### src/rtl/wts_ocm_bus_bridge_if.sv
// Host-side OCM slot bus: level request with a one-cycle ack and data in both directions.
interface wts_ocm_bus_bridge_if;
    logic        req;
    logic        wrt;
    logic [15:0] adr;
    logic [7:0]  dbo;
    logic [7:0]  dbi;
    logic        ack;
    logic        busy;

    modport master (
        output req, wrt, adr, dbo,
        input  dbi, ack, busy
    );

    modport slave (
        input  req, wrt, adr, dbo,
        output dbi, ack, busy
    );
endinterface

### src/rtl/wts_ocm_bus_bridge.sv
// Bridges OCM host cycles to a wts_core register file or its external sound RAM,
// and mixes, attenuates and left-justifies the core's audio samples.
module wts_ocm_bus_bridge #(
    parameter int RD_WAIT  = 10,
    parameter int RAM_WAIT = 1,
    parameter int CORE_W   = 12,
    parameter int OUT_W    = 15
) (
    input  logic                     clk21m,
    input  logic                     reset,
    wts_ocm_bus_bridge_if.slave      bus,
    input  logic                     sw_mono,
    input  logic [2:0]               att,
    output logic                     core_wrreq,
    output logic                     core_rdreq,
    output logic                     core_wr_active,
    output logic                     core_rd_active,
    output logic [14:0]              core_a,
    output logic [7:0]               core_d,
    input  logic [7:0]               core_q,
    input  logic                     core_mem_ncs,
    input  logic [7:0]               core_mem_a,
    input  logic signed [CORE_W-1:0] core_left,
    input  logic signed [CORE_W-1:0] core_right,
    output logic                     ramreq,
    output logic                     ramwrt,
    output logic [20:0]              ramadr,
    output logic [7:0]               ramdbo,
    input  logic [7:0]               ramdbi,
    output logic signed [OUT_W-1:0]  wavl,
    output logic signed [OUT_W-1:0]  wavr
);

    localparam logic [3:0] RD_WAIT_C  = 4'(RD_WAIT);
    localparam logic [3:0] RAM_WAIT_C = 4'(RAM_WAIT);
    localparam int         PAD        = OUT_W - CORE_W - 1;

    typedef enum logic [2:0] {
        IDLE = 3'd0,
        CWR  = 3'd1,
        CRD  = 3'd2,
        RAM  = 3'd3,
        ACK  = 3'd4
    } state_t;

    state_t      state_q, state_d;
    logic        req_q, req_d;
    logic [3:0]  cnt_q, cnt_d;
    logic [7:0]  dbi_q, dbi_d;
    logic        wrt_q, wrt_d;
    logic [14:0] adr_q, adr_d;
    logic [7:0]  dbo_q, dbo_d;
    logic        wrreq_q, wrreq_d;
    logic        rdreq_q, rdreq_d;
    logic        ramreq_q, ramreq_d;
    logic        wr_act_q, wr_act_d;
    logic        rd_act_q, rd_act_d;

    logic signed [CORE_W:0]  mix_l, mix_r;
    logic signed [OUT_W-1:0] wavl_q, wavl_d;
    logic signed [OUT_W-1:0] wavr_q, wavr_d;

    // Arithmetic attenuation followed by placing the sample at the top of the output word.
    function automatic logic signed [OUT_W-1:0] att_justify(
        input logic signed [CORE_W:0] s,
        input logic [2:0]             sh
    );
        logic signed [CORE_W:0]  y;
        logic signed [OUT_W-1:0] w;
        y = s >>> sh;
        w = OUT_W'(y);
        return w <<< PAD;
    endfunction

    always_ff @(posedge clk21m or posedge reset) begin
        if (reset) begin
            state_q  <= IDLE;
            req_q    <= 1'b0;
            cnt_q    <= '0;
            dbi_q    <= '0;
            wrt_q    <= 1'b0;
            adr_q    <= '0;
            dbo_q    <= '0;
            wrreq_q  <= 1'b0;
            rdreq_q  <= 1'b0;
            ramreq_q <= 1'b0;
            wr_act_q <= 1'b0;
            rd_act_q <= 1'b0;
            wavl_q   <= '0;
            wavr_q   <= '0;
        end else begin
            state_q  <= state_d;
            req_q    <= req_d;
            cnt_q    <= cnt_d;
            dbi_q    <= dbi_d;
            wrt_q    <= wrt_d;
            adr_q    <= adr_d;
            dbo_q    <= dbo_d;
            wrreq_q  <= wrreq_d;
            rdreq_q  <= rdreq_d;
            ramreq_q <= ramreq_d;
            wr_act_q <= wr_act_d;
            rd_act_q <= rd_act_d;
            wavl_q   <= wavl_d;
            wavr_q   <= wavr_d;
        end
    end

    // req_q tracks the level every cycle, so a request held through a busy period never re-triggers.
    always_comb begin
        state_d  = state_q;
        req_d    = bus.req;
        cnt_d    = cnt_q;
        dbi_d    = dbi_q;
        wrt_d    = wrt_q;
        adr_d    = adr_q;
        dbo_d    = dbo_q;
        wrreq_d  = 1'b0;
        rdreq_d  = 1'b0;
        ramreq_d = 1'b0;
        wr_act_d = wr_act_q;
        rd_act_d = rd_act_q;

        unique case (state_q)
            IDLE: begin
                if (bus.req && !req_q) begin
                    wrt_d = bus.wrt;
                    adr_d = bus.adr[14:0];
                    dbo_d = bus.dbo;
                    if (!core_mem_ncs) begin
                        state_d  = RAM;
                        ramreq_d = 1'b1;
                        cnt_d    = RAM_WAIT_C;
                    end else if (bus.wrt) begin
                        state_d  = CWR;
                        wrreq_d  = 1'b1;
                        wr_act_d = 1'b1;
                    end else begin
                        state_d  = CRD;
                        rdreq_d  = 1'b1;
                        rd_act_d = 1'b1;
                        cnt_d    = RD_WAIT_C;
                    end
                end
            end
            CWR: begin
                state_d = ACK;
            end
            CRD: begin
                cnt_d = cnt_q - 4'd1;
                if (cnt_q == 4'd1) begin
                    dbi_d   = core_q;
                    state_d = ACK;
                end
            end
            RAM: begin
                cnt_d = cnt_q - 4'd1;
                if (cnt_q == 4'd1) begin
                    if (!wrt_q) begin
                        dbi_d = ramdbi;
                    end
                    state_d = ACK;
                end
            end
            ACK: begin
                wr_act_d = 1'b0;
                rd_act_d = 1'b0;
                state_d  = IDLE;
            end
            default: begin
                state_d = IDLE;
            end
        endcase
    end

    // Mono sum is one bit wider than a sample, so it cannot overflow.
    always_comb begin
        mix_l = (CORE_W+1)'(core_left);
        mix_r = (CORE_W+1)'(core_right);
        if (sw_mono) begin
            mix_l = (CORE_W+1)'(core_left) + (CORE_W+1)'(core_right);
            mix_r = mix_l;
        end
        wavl_d = att_justify(mix_l, att);
        wavr_d = att_justify(mix_r, att);
    end

    assign bus.dbi        = dbi_q;
    assign bus.ack        = (state_q == ACK);
    assign bus.busy       = (state_q != IDLE);
    assign core_wrreq     = wrreq_q;
    assign core_rdreq     = rdreq_q;
    assign core_wr_active = wr_act_q;
    assign core_rd_active = rd_act_q;
    assign core_a         = adr_q;
    assign core_d         = dbo_q;
    assign ramreq         = ramreq_q;
    assign ramwrt         = wrt_q;
    assign ramadr         = {core_mem_a, adr_q[12:0]};
    assign ramdbo         = dbo_q;
    assign wavl           = wavl_q;
    assign wavr           = wavr_q;

endmodule

### src/flat_wrapper.sv
// flat-port wrapper written by rule: the top's interface ports become plain ports
module wts_ocm_bus_bridge_flat 
#(
    parameter int RD_WAIT  = 10,
    parameter int RAM_WAIT = 1,
    parameter int CORE_W   = 12,
    parameter int OUT_W    = 15
)
  (clk21m, reset, sw_mono, att, core_wrreq, core_rdreq, core_wr_active, core_rd_active, core_a, core_d, core_q, core_mem_ncs, core_mem_a, core_left, core_right, ramreq, ramwrt, ramadr, ramdbo, ramdbi, wavl, wavr, bus_req, bus_wrt, bus_adr, bus_dbo, bus_dbi, bus_ack, bus_busy);
  wts_ocm_bus_bridge_if bus_i ();
  input  logic clk21m;
  input  logic reset;
  input  logic sw_mono;
  input  logic [2:0] att;
  output logic core_wrreq;
  output logic core_rdreq;
  output logic core_wr_active;
  output logic core_rd_active;
  output logic [14:0] core_a;
  output logic [7:0] core_d;
  input  logic [7:0] core_q;
  input  logic core_mem_ncs;
  input  logic [7:0] core_mem_a;
  input  logic signed [CORE_W-1:0] core_left;
  input  logic signed [CORE_W-1:0] core_right;
  output logic ramreq;
  output logic ramwrt;
  output logic [20:0] ramadr;
  output logic [7:0] ramdbo;
  input  logic [7:0] ramdbi;
  output logic signed [OUT_W-1:0] wavl;
  output logic signed [OUT_W-1:0] wavr;
  input wire logic [$bits(bus_i.req)-1:0] bus_req;
  input wire logic [$bits(bus_i.wrt)-1:0] bus_wrt;
  input wire logic [$bits(bus_i.adr)-1:0] bus_adr;
  input wire logic [$bits(bus_i.dbo)-1:0] bus_dbo;
  output wire logic [$bits(bus_i.dbi)-1:0] bus_dbi;
  output wire logic [$bits(bus_i.ack)-1:0] bus_ack;
  output wire logic [$bits(bus_i.busy)-1:0] bus_busy;
  assign bus_i.req = bus_req;
  assign bus_i.wrt = bus_wrt;
  assign bus_i.adr = bus_adr;
  assign bus_i.dbo = bus_dbo;
  assign bus_dbi = bus_i.dbi;
  assign bus_ack = bus_i.ack;
  assign bus_busy = bus_i.busy;
  wts_ocm_bus_bridge #(.RD_WAIT(RD_WAIT), .RAM_WAIT(RAM_WAIT), .CORE_W(CORE_W), .OUT_W(OUT_W)) u_core (.clk21m(clk21m), .reset(reset), .bus(bus_i), .sw_mono(sw_mono), .att(att), .core_wrreq(core_wrreq), .core_rdreq(core_rdreq), .core_wr_active(core_wr_active), .core_rd_active(core_rd_active), .core_a(core_a), .core_d(core_d), .core_q(core_q), .core_mem_ncs(core_mem_ncs), .core_mem_a(core_mem_a), .core_left(core_left), .core_right(core_right), .ramreq(ramreq), .ramwrt(ramwrt), .ramadr(ramadr), .ramdbo(ramdbo), .ramdbi(ramdbi), .wavl(wavl), .wavr(wavr));
endmodule
### config.mk
export PLATFORM = sky130hd
export DESIGN_NAME = wts_ocm_bus_bridge_flat
export DESIGN_NICKNAME = d
export VERILOG_FILES = /design/src/rtl/wts_ocm_bus_bridge_if.sv /design/src/rtl/wts_ocm_bus_bridge.sv /design/src/flat_wrapper.sv
export SDC_FILE = /design/constraint.sdc
export NUM_CORES = 1
export LEC_CHECK = 0
export CORE_AREA = 2 2 112 114
export DETAILED_ROUTE_END_ITERATION = 10
export DIE_AREA = 0 0 114 116
export HOLD_SLACK_MARGIN = 0.06
export PLACE_DENSITY = 0.76
export SYNTH_ARGS = -nofsm -noshare
export SYNTH_HDL_FRONTEND = slang
export SYNTH_SLANG_ARGS = --single-unit
export TNS_END_PERCENT = 30
### constraint.sdc
create_clock -name clk21m -period 2.4 [get_ports clk21m]
set_input_delay 0.72 -clock clk21m [delete_from_list [all_inputs] [get_ports clk21m]]
set_output_delay 0.72 -clock clk21m [all_outputs]
set_load 0.03 [all_outputs]
==> results of run 1 <==
[cell usage in the layout, fill, tap and decap left out, types with 10 or more instances in the layout]
| cell | n |
|---|---|
| clkdlybuf4s50_1 | 130 |
| nand2_1 | 118 |
| buf_4 | 107 |
| dfrtp_1 | 71 |
| nor2_1 | 37 |
| mux2i_1 | 24 |
| o21ai_0 | 23 |
| buf_6 | 15 |
| ha_4 | 12 |
| a21oi_1 | 11 |
| inv_1 | 10 |
| a21oi_2 | 10 |
| a211oi_1 | 10 |
[Yosys cell counts (10+ instances only)]
cell | number | share of area
a211oi_1 | 10 | 0.016
a21oi_1 | 24 | 0.025
buf_4 | 40 | 0.062
clkbuf_1 | 13 | 0.010
dfrtp_1 | 71 | 0.37
ha_1 | 14 | 0.036
inv_1 | 12 | 0.0093
mux2i_1 | 25 | 0.052
nand2_1 | 121 | 0.094
nand3_1 | 11 | 0.011
nor2_1 | 40 | 0.031
o21ai_0 | 27 | 0.028
[repair_timing]
action | CTS | global route
endpoints found under the setup margin | 28 | 26
buffers inserted | 29 | 3
resized for setup | 122 | 29
pin swaps | 58 | 21
[worst max-delay path: cells and delay by family]
| kind | cells | cell delay (ns) |
|---|---|---|
| buffers and inverters | 4 | 0.58 |
| AND/OR/NAND/NOR | 1 | 0.14 |
| AO/OA/AOI/OAI | 6 | 1.20 |
| adder cells (fa/ha/maj) | 1 | 0.24 |
[cells by family (layout without fill, tap and decap cells)]
kind of cell / after synthesis / count (layout)
adders and majority gates: 15 / 15
buffers and inverters: 75 / 310
muxes: 34 / 34
DFF: 71 / 71
and+or+nand+nor: 211 / 211
xor gates and xnor gates: 5 / 5
AOI/OAI and AO/OA: 133 / 133
other: 1 / 4
[metal layers]
metal,routed length (um),vias up
met5,0,-
met4,607,0
met3,1120,44
met2,8020,225
met1,6260,2413
li1,-,2372
[worst max-delay path by stage]
stage / start / endpoint / slack [ns]
4_1_cts: core_right[0] / u_core.wavl[7]$_DFF_PP0_ / -0.18
6_report: core_left[1] / u_core.wavl[6]$_DFF_PP0_ / -0.22
3_3_place_gp: core_left[0] / u_core.wavr[7]$_DFF_PP0_ / -1.0
3_5_place_dp: core_left[1] / u_core.wavr[7]$_DFF_PP0_ / -1.07
5_1_grt: core_left[1] / u_core.wavl[4]$_DFF_PP0_ / -0.27
2_1_floorplan: core_left[0] / u_core.wavr[6]$_DFF_PP0_ / -0.24
[per-stage QoR]
step           instances   util  setup TNS [ns]
5_1_grt              930  0.677           -4.26
3_3_place_gp         884  0.601          -20.18
4_1_cts              927  0.664           -2.69
6_report             930  0.677           -3.13
3_5_place_dp         884  0.601          -21.61
2_1_floorplan        548      -           -2.76
[power groups by stage]
stage / clock network [uW] / registers (uW) / logic [uW]
2_1_floorplan: 0 / 2520 / 1690
3_3_place_gp: 0 / 1860 / 3670
3_5_place_dp: 0 / 1900 / 3730
4_1_cts: 1350 / 1880 / 3890
5_1_grt: 1400 / 1920 / 4190
6_report: 1310 / 1870 / 3950
[area by class of cell]
| cell class | instances | area (um2) | area share |
|---|---|---|---|
| clock buffer | 12 | 246 | 0.0306 |
| clock inverter | 4 | 55.1 | 0.00683 |
| inverter | 14 | 56.3 | 0.00698 |
| multi-input combinational | 402 | 3180 | 0.394 |
| sequential | 71 | 1780 | 0.220 |
| tap | 147 | 184 | 0.0228 |
| timing repair buffer | 280 | 2560 | 0.318 |
[registers in the layout (all words and copies together) (netlist names)]
register and count:
u_core.core_d 8, u_core.core_a 15, u_core.wavl 13, u_core.core_rd_active 1
u_core.bus.dbi 8, u_core.core_wrreq 1, u_core.core_wr_active 1, u_core.ramreq 1
u_core.core_rdreq 1, u_core.wavr 13, u_core.cnt_q 4, u_core.state_q 3
u_core.ramwrt 1, u_core.req_q 1
==> flow_metrics.tcl, run 1 <==
set metrics [dict create \
    status "finished with violations" \
    viasPerCell 5.43 \
    drt-total-wl_mm 16.0 \
    drive_gt1_frac 0.319 \
    yosys_most_used_dff "dfrtp_1" \
    cp_max_fo 4 \
    routed-via-count 5054 \
    die_w_um 114 \
    p_leak_uw 0.00359 \
    worstPathCellList "buf_8, ha_4, a211oi_4, buf_6, o211ai_4, buf_6, a2111oi_4, o21ai_2, buf_4, a41oi_4, a211o_1, and3_1" \
    clock-root-buffer "clkbuf_16" \
    arrival_ns 2.88 \
    slew-limit-headroom 0.640 \
    postSynthCellCount 545 \
    ys_types 70 \
    grt_max_degree 72 \
    path_common_cell "buf_6" \
    setup_viol 22 \
    p_total_uw 7140 \
    dr.pass1.iters 4 \
    clock_sinks 71 \
    slowest_stage "a2111oi_4" \
    finalHoldViolations 0 \
    ios 179 \
    postCtsHoldBufs 0 \
    synth_compound_area_frac 0.222 \
    fp.dieH_um 116 \
    grt.overflow.total 0 \
    fin_worst_skew_ns 0.00901 \
    synth_edf_count 0 \
    grtUsageTotal 0.240 \
    routabilityCongestion 0.936 \
    worst_pin_slew_ns 0.539 \
    syn2layout_area_growth_pct 66.9 \
    wl_per_cell_um 17.2 \
    remaining_drc_errors 0 \
    p_sw_frac 0.420 \
    r2r_slack_ns 0.45 \
    io_buffer_count 157 \
    nFillCells 886 \
    worst-endpoint-required_ns 2.66 \
    peakVddDrop_mv 0.455 \
    h-tree-depth 3 \
    synth_warnings 0 \
    r2r-start "u_core.cnt_q[1]$_DFFE_PP0P_" \
    top_usage_layer "met2" \
    clkLatencyLatePin_ns 0.33 \
    power_density_nw_per_um2 885 \
    hp-start "u_core.bus.dbi[4]$_DFFE_PP0P_" \
    synthMuxAreaShare 0.0782 \
    dieArea_um2 13200 \
    async_flop_share 1.00 \
    cp-end-kind "flip-flop" \
    use_met3 0.0544 \
    ys_seq_elements 71 \
    design_area_um2 8060 \
    critPathLaunchType "input pin" \
    timing.rr.end "u_core.bus.dbi[1]$_DFFE_PP0P_" \
    placed_area_um2 7150 \
    cts_tree "built" \
    antenna_cells 0 \
    grt_pass1_wl_mm 24.9 \
    drt_iter0_drc 309 \
    antenna_found_initial 0 \
    rsz0062_at_grt "yes" \
    pre_cts_slack_ns -1.07 \
    numCtsBuffers 9 \
    hold_path.class "reg2reg" \
    syn_area_um2 4830 \
    grtUsageMet1 0.265 \
    design.core.area_um2 11900 \
    hold_depth 2 \
    cts_buffer_depth 2 \
    synth_area_per_cell_um2 8.86 \
    num_rows 40 \
    synth-simple-area-share 0.189 \
    drv_cap 0 \
    p_seq_frac 0.263 \
    hold_slack_ns 0.480 \
    grt_util_met2 0.421 \
    pwr-share-comb 0.554 \
    violations "negative setup slack" \
    max_freq_mhz 382 \
    path_clk_slew_ns 0.06 \
    internal_power_uw 4140 \
    cpPeakStageDelay_ns 0.39 \
    fin_crit_sh 1.09 \
    setup.worst_path.class "in2reg" \
    synth_xor_area_frac 0.00907 \
    whs_endpoint "u_core.bus.dbi[4]$_DFFE_PP0P_" \
    synth_top_family_by_area "compound AO/OA/AOI/OAI gates" \
    switchingPower_uw 3000 \
    dp_hpwl_mm 12.0 \
    ant_nets 0 \
    pwr-share-clk 0.184 \
    nNetsFinal 874 \
    initial_core_util 0.406 \
    worst_slack_ns -0.217 \
    r2r.worst_path.cells 6 \
    ys_seq_area_frac 0.368 \
    first_global_vias 5225 \
    fin_crit_ns 2.62 \
    slew_viol_final 0 \
    yosys.area_share.adder 0.0404 \
]
No activity file was read; power rests on OpenSTA's default activity.
==> inputs of run 2 (changes only) <==
--- a/config.mk
+++ b/config.mk
@@ -6,6 +6,7 @@
 export NUM_CORES = 1
 export LEC_CHECK = 0
 export CORE_AREA = 2 2 112 114
+export CTS_BUF_LIST = sky130_fd_sc_hd__clkbuf_8 sky130_fd_sc_hd__clkbuf_16
 export DETAILED_ROUTE_END_ITERATION = 10
 export DIE_AREA = 0 0 114 116
 export HOLD_SLACK_MARGIN = 0.06
==> flow_metrics.tcl, run 2 (synthesis gave the netlist of run 1 again) <==
set metrics [dict create \
    status "finished with violations" \
    violations "negative setup slack" \
    cts_buffer_depth 2 \
    drt-total-wl_mm 16.0 \
    drt_iter0_drc 307 \
    path_clk_slew_ns 0.06 \
    num_rows 40 \
    worstPathCellList "buf_8, ha_4, a211oi_4, buf_6, o211ai_4, buf_6, a2111oi_4, o21ai_2, buf_4, a41oi_4, a211o_1, and3_1" \
    drv_cap 0 \
    arrival_ns 2.87 \
    wl_per_cell_um 17.2 \
    clock_sinks 71 \
    slowest_stage "a2111oi_4" \
    grt_max_degree 72 \
    r2r-start "u_core.cnt_q[1]$_DFFE_PP0P_" \
    instances_no_fill 930 \
    route.met3.wl_mm 1.17 \
    grtUsageTotal 0.240 \
    die_w_um 114 \
    hold_path.class "reg2reg" \
    fp.dieH_um 116 \
    cts_tree "built" \
    design.core.area_um2 11900 \
    r2r_slack_ns 0.46 \
    nFillCells 886 \
    critPathLaunchType "input pin" \
    routabilityCongestion 0.936 \
    remaining_drc_errors 0 \
    setup_viol 22 \
    cp-startpoint "core_left[1]" \
    fin_worst_skew_ns 0.00794 \
    viasPerCell 5.42 \
    route.layer.met1.wl_mm 6.20 \
    worst-endpoint-required_ns 2.66 \
    fin_crit_sh 1.09 \
    p_leak_uw 0.00360 \
    h-tree-depth 3 \
    dieArea_um2 13200 \
    r2r.worst_path.cells 6 \
    setup_tns_ns -3.03 \
    numCtsBuffers 9 \
    nNetsFinal 874 \
    p_total_uw 7130 \
    clkLatencyLatePin_ns 0.33 \
    timing.rr.end "u_core.bus.dbi[1]$_DFFE_PP0P_" \
    finalHoldViolations 0 \
    power_density_nw_per_um2 884 \
    cp-end-kind "flip-flop" \
    ios 179 \
    cp_max_fo 4 \
    max_freq_mhz 384 \
    largest_register_ffs 15 \
    top_layer "met4" \
    antenna_cells 0 \
    drive_gt1_frac 0.319 \
    setup.worst_path.end "u_core.wavl[6]$_DFF_PP0_" \
    dr.pass1.iters 4 \
    rsz0062_at_grt "yes" \
    antenna_found_initial 0 \
    dpl.cell_count 884 \
    dp_hpwl_mm 12.0 \
    syn2layout_area_growth_pct 66.9 \
    fin_crit_ns 2.61 \
    peakVddDrop_mv 0.455 \
    grt_pass1_wl_mm 24.9 \
    slew-limit-headroom 0.641 \
    io_buffer_count 157 \
    setup.worst_path.class "in2reg" \
    clock-root-buffer "clkbuf_16" \
    final_cell_mix "clkdlybuf4s50_1, nand2_1, buf_4, dfrtp_1, nor2_1" \
    slew_viol_final 0 \
    final_common_cell "clkdlybuf4s50_1" \
    path_common_cell "buf_6" \
    cpPeakStageDelay_ns 0.39 \
    grt.overflow.total 0 \
    ant_nets 0 \
    worst_slack_ns -0.207 \
    wl_met2_mm 7.99 \
    first_global_vias 5225 \
    initial_core_util 0.406 \
    routed-via-count 5044 \
    worst_pin_slew_ns 0.537 \
]
[run 2: cell count changes in the layout (fill, tap and decap cells not counted), sizes merged]
cell / before / now
inv: 12 / 14
clkbuf: 12 / 10
[run 2: worst min-delay path by stage]
stage	end	cells after the start	start	slack, ns
floorplan	u_core.cnt_q[2]$_DFFE_PP0P_	1	u_core.cnt_q[2]$_DFFE_PP0P_	0.48
global placement	u_core.bus.dbi[5]$_DFFE_PP0P_	2	u_core.bus.dbi[5]$_DFFE_PP0P_	0.46
detailed placement	u_core.bus.dbi[4]$_DFFE_PP0P_	2	u_core.bus.dbi[4]$_DFFE_PP0P_	0.47
CTS	u_core.bus.dbi[4]$_DFFE_PP0P_	2	u_core.bus.dbi[4]$_DFFE_PP0P_	0.48
global route	u_core.bus.dbi[4]$_DFFE_PP0P_	2	u_core.bus.dbi[4]$_DFFE_PP0P_	0.51
finish	u_core.bus.dbi[4]$_DFFE_PP0P_	2	u_core.bus.dbi[4]$_DFFE_PP0P_	0.48
[run 2: per-layer routing]
metal  global-route usage  vias up
met5                    0        -
met4                0.150        0
met3               0.0544       46
met2                0.421      228
met1                0.265     2400
li1                     -     2370
[run 2: per-stage QoR]
step / utilization / setup WS (ns) / hold slack (ns) / cell area [um2]
finish: 0.677 / -0.207 / 0.480 / 8060
global route: 0.677 / -0.274 / 0.513 / 8060
CTS: 0.664 / -0.181 / 0.482 / 7910
detailed placement: 0.601 / -1.07 / 0.469 / 7150
global placement: 0.601 / -0.996 / 0.463 / 7150
floorplan: - / -0.241 / 0.480 / 5080
[run 2: report_power, final]
part / total, uW / switching, uW / internal (uW)
clock: 1300 / 477 / 827
combinational: 3950 / 2240 / 1710
sequential: 1870 / 280 / 1590
[run 2: area by class of cell]
| class | count | area, um2 | share of cell area |
|---|---|---|---|
| clock buffers | 10 | 239 | 0.0296 |
| clock inverters | 6 | 62.6 | 0.00776 |
| inverters | 14 | 56.3 | 0.00698 |
| multi-input cells | 402 | 3180 | 0.394 |
| flip-flops and latches | 71 | 1780 | 0.220 |
| well taps | 147 | 184 | 0.0228 |
| repair buffers | 280 | 2560 | 0.318 |
[run 2: critical path, delay by kind of cell]
kind / cells / cell delay, ns
simple gates: 1 / 0.14
buf+inv: 4 / 0.58
fa+ha+maj: 1 / 0.24
compound gates: 6 / 1.20
[run 2: repair_timing]
action / in CTS / in global routing
pin swaps: 58 / 21
setup endpoints to repair: 28 / 26
buffers inserted: 29 / 3
resized for setup: 122 / 29
hold buffers: 0 / 0
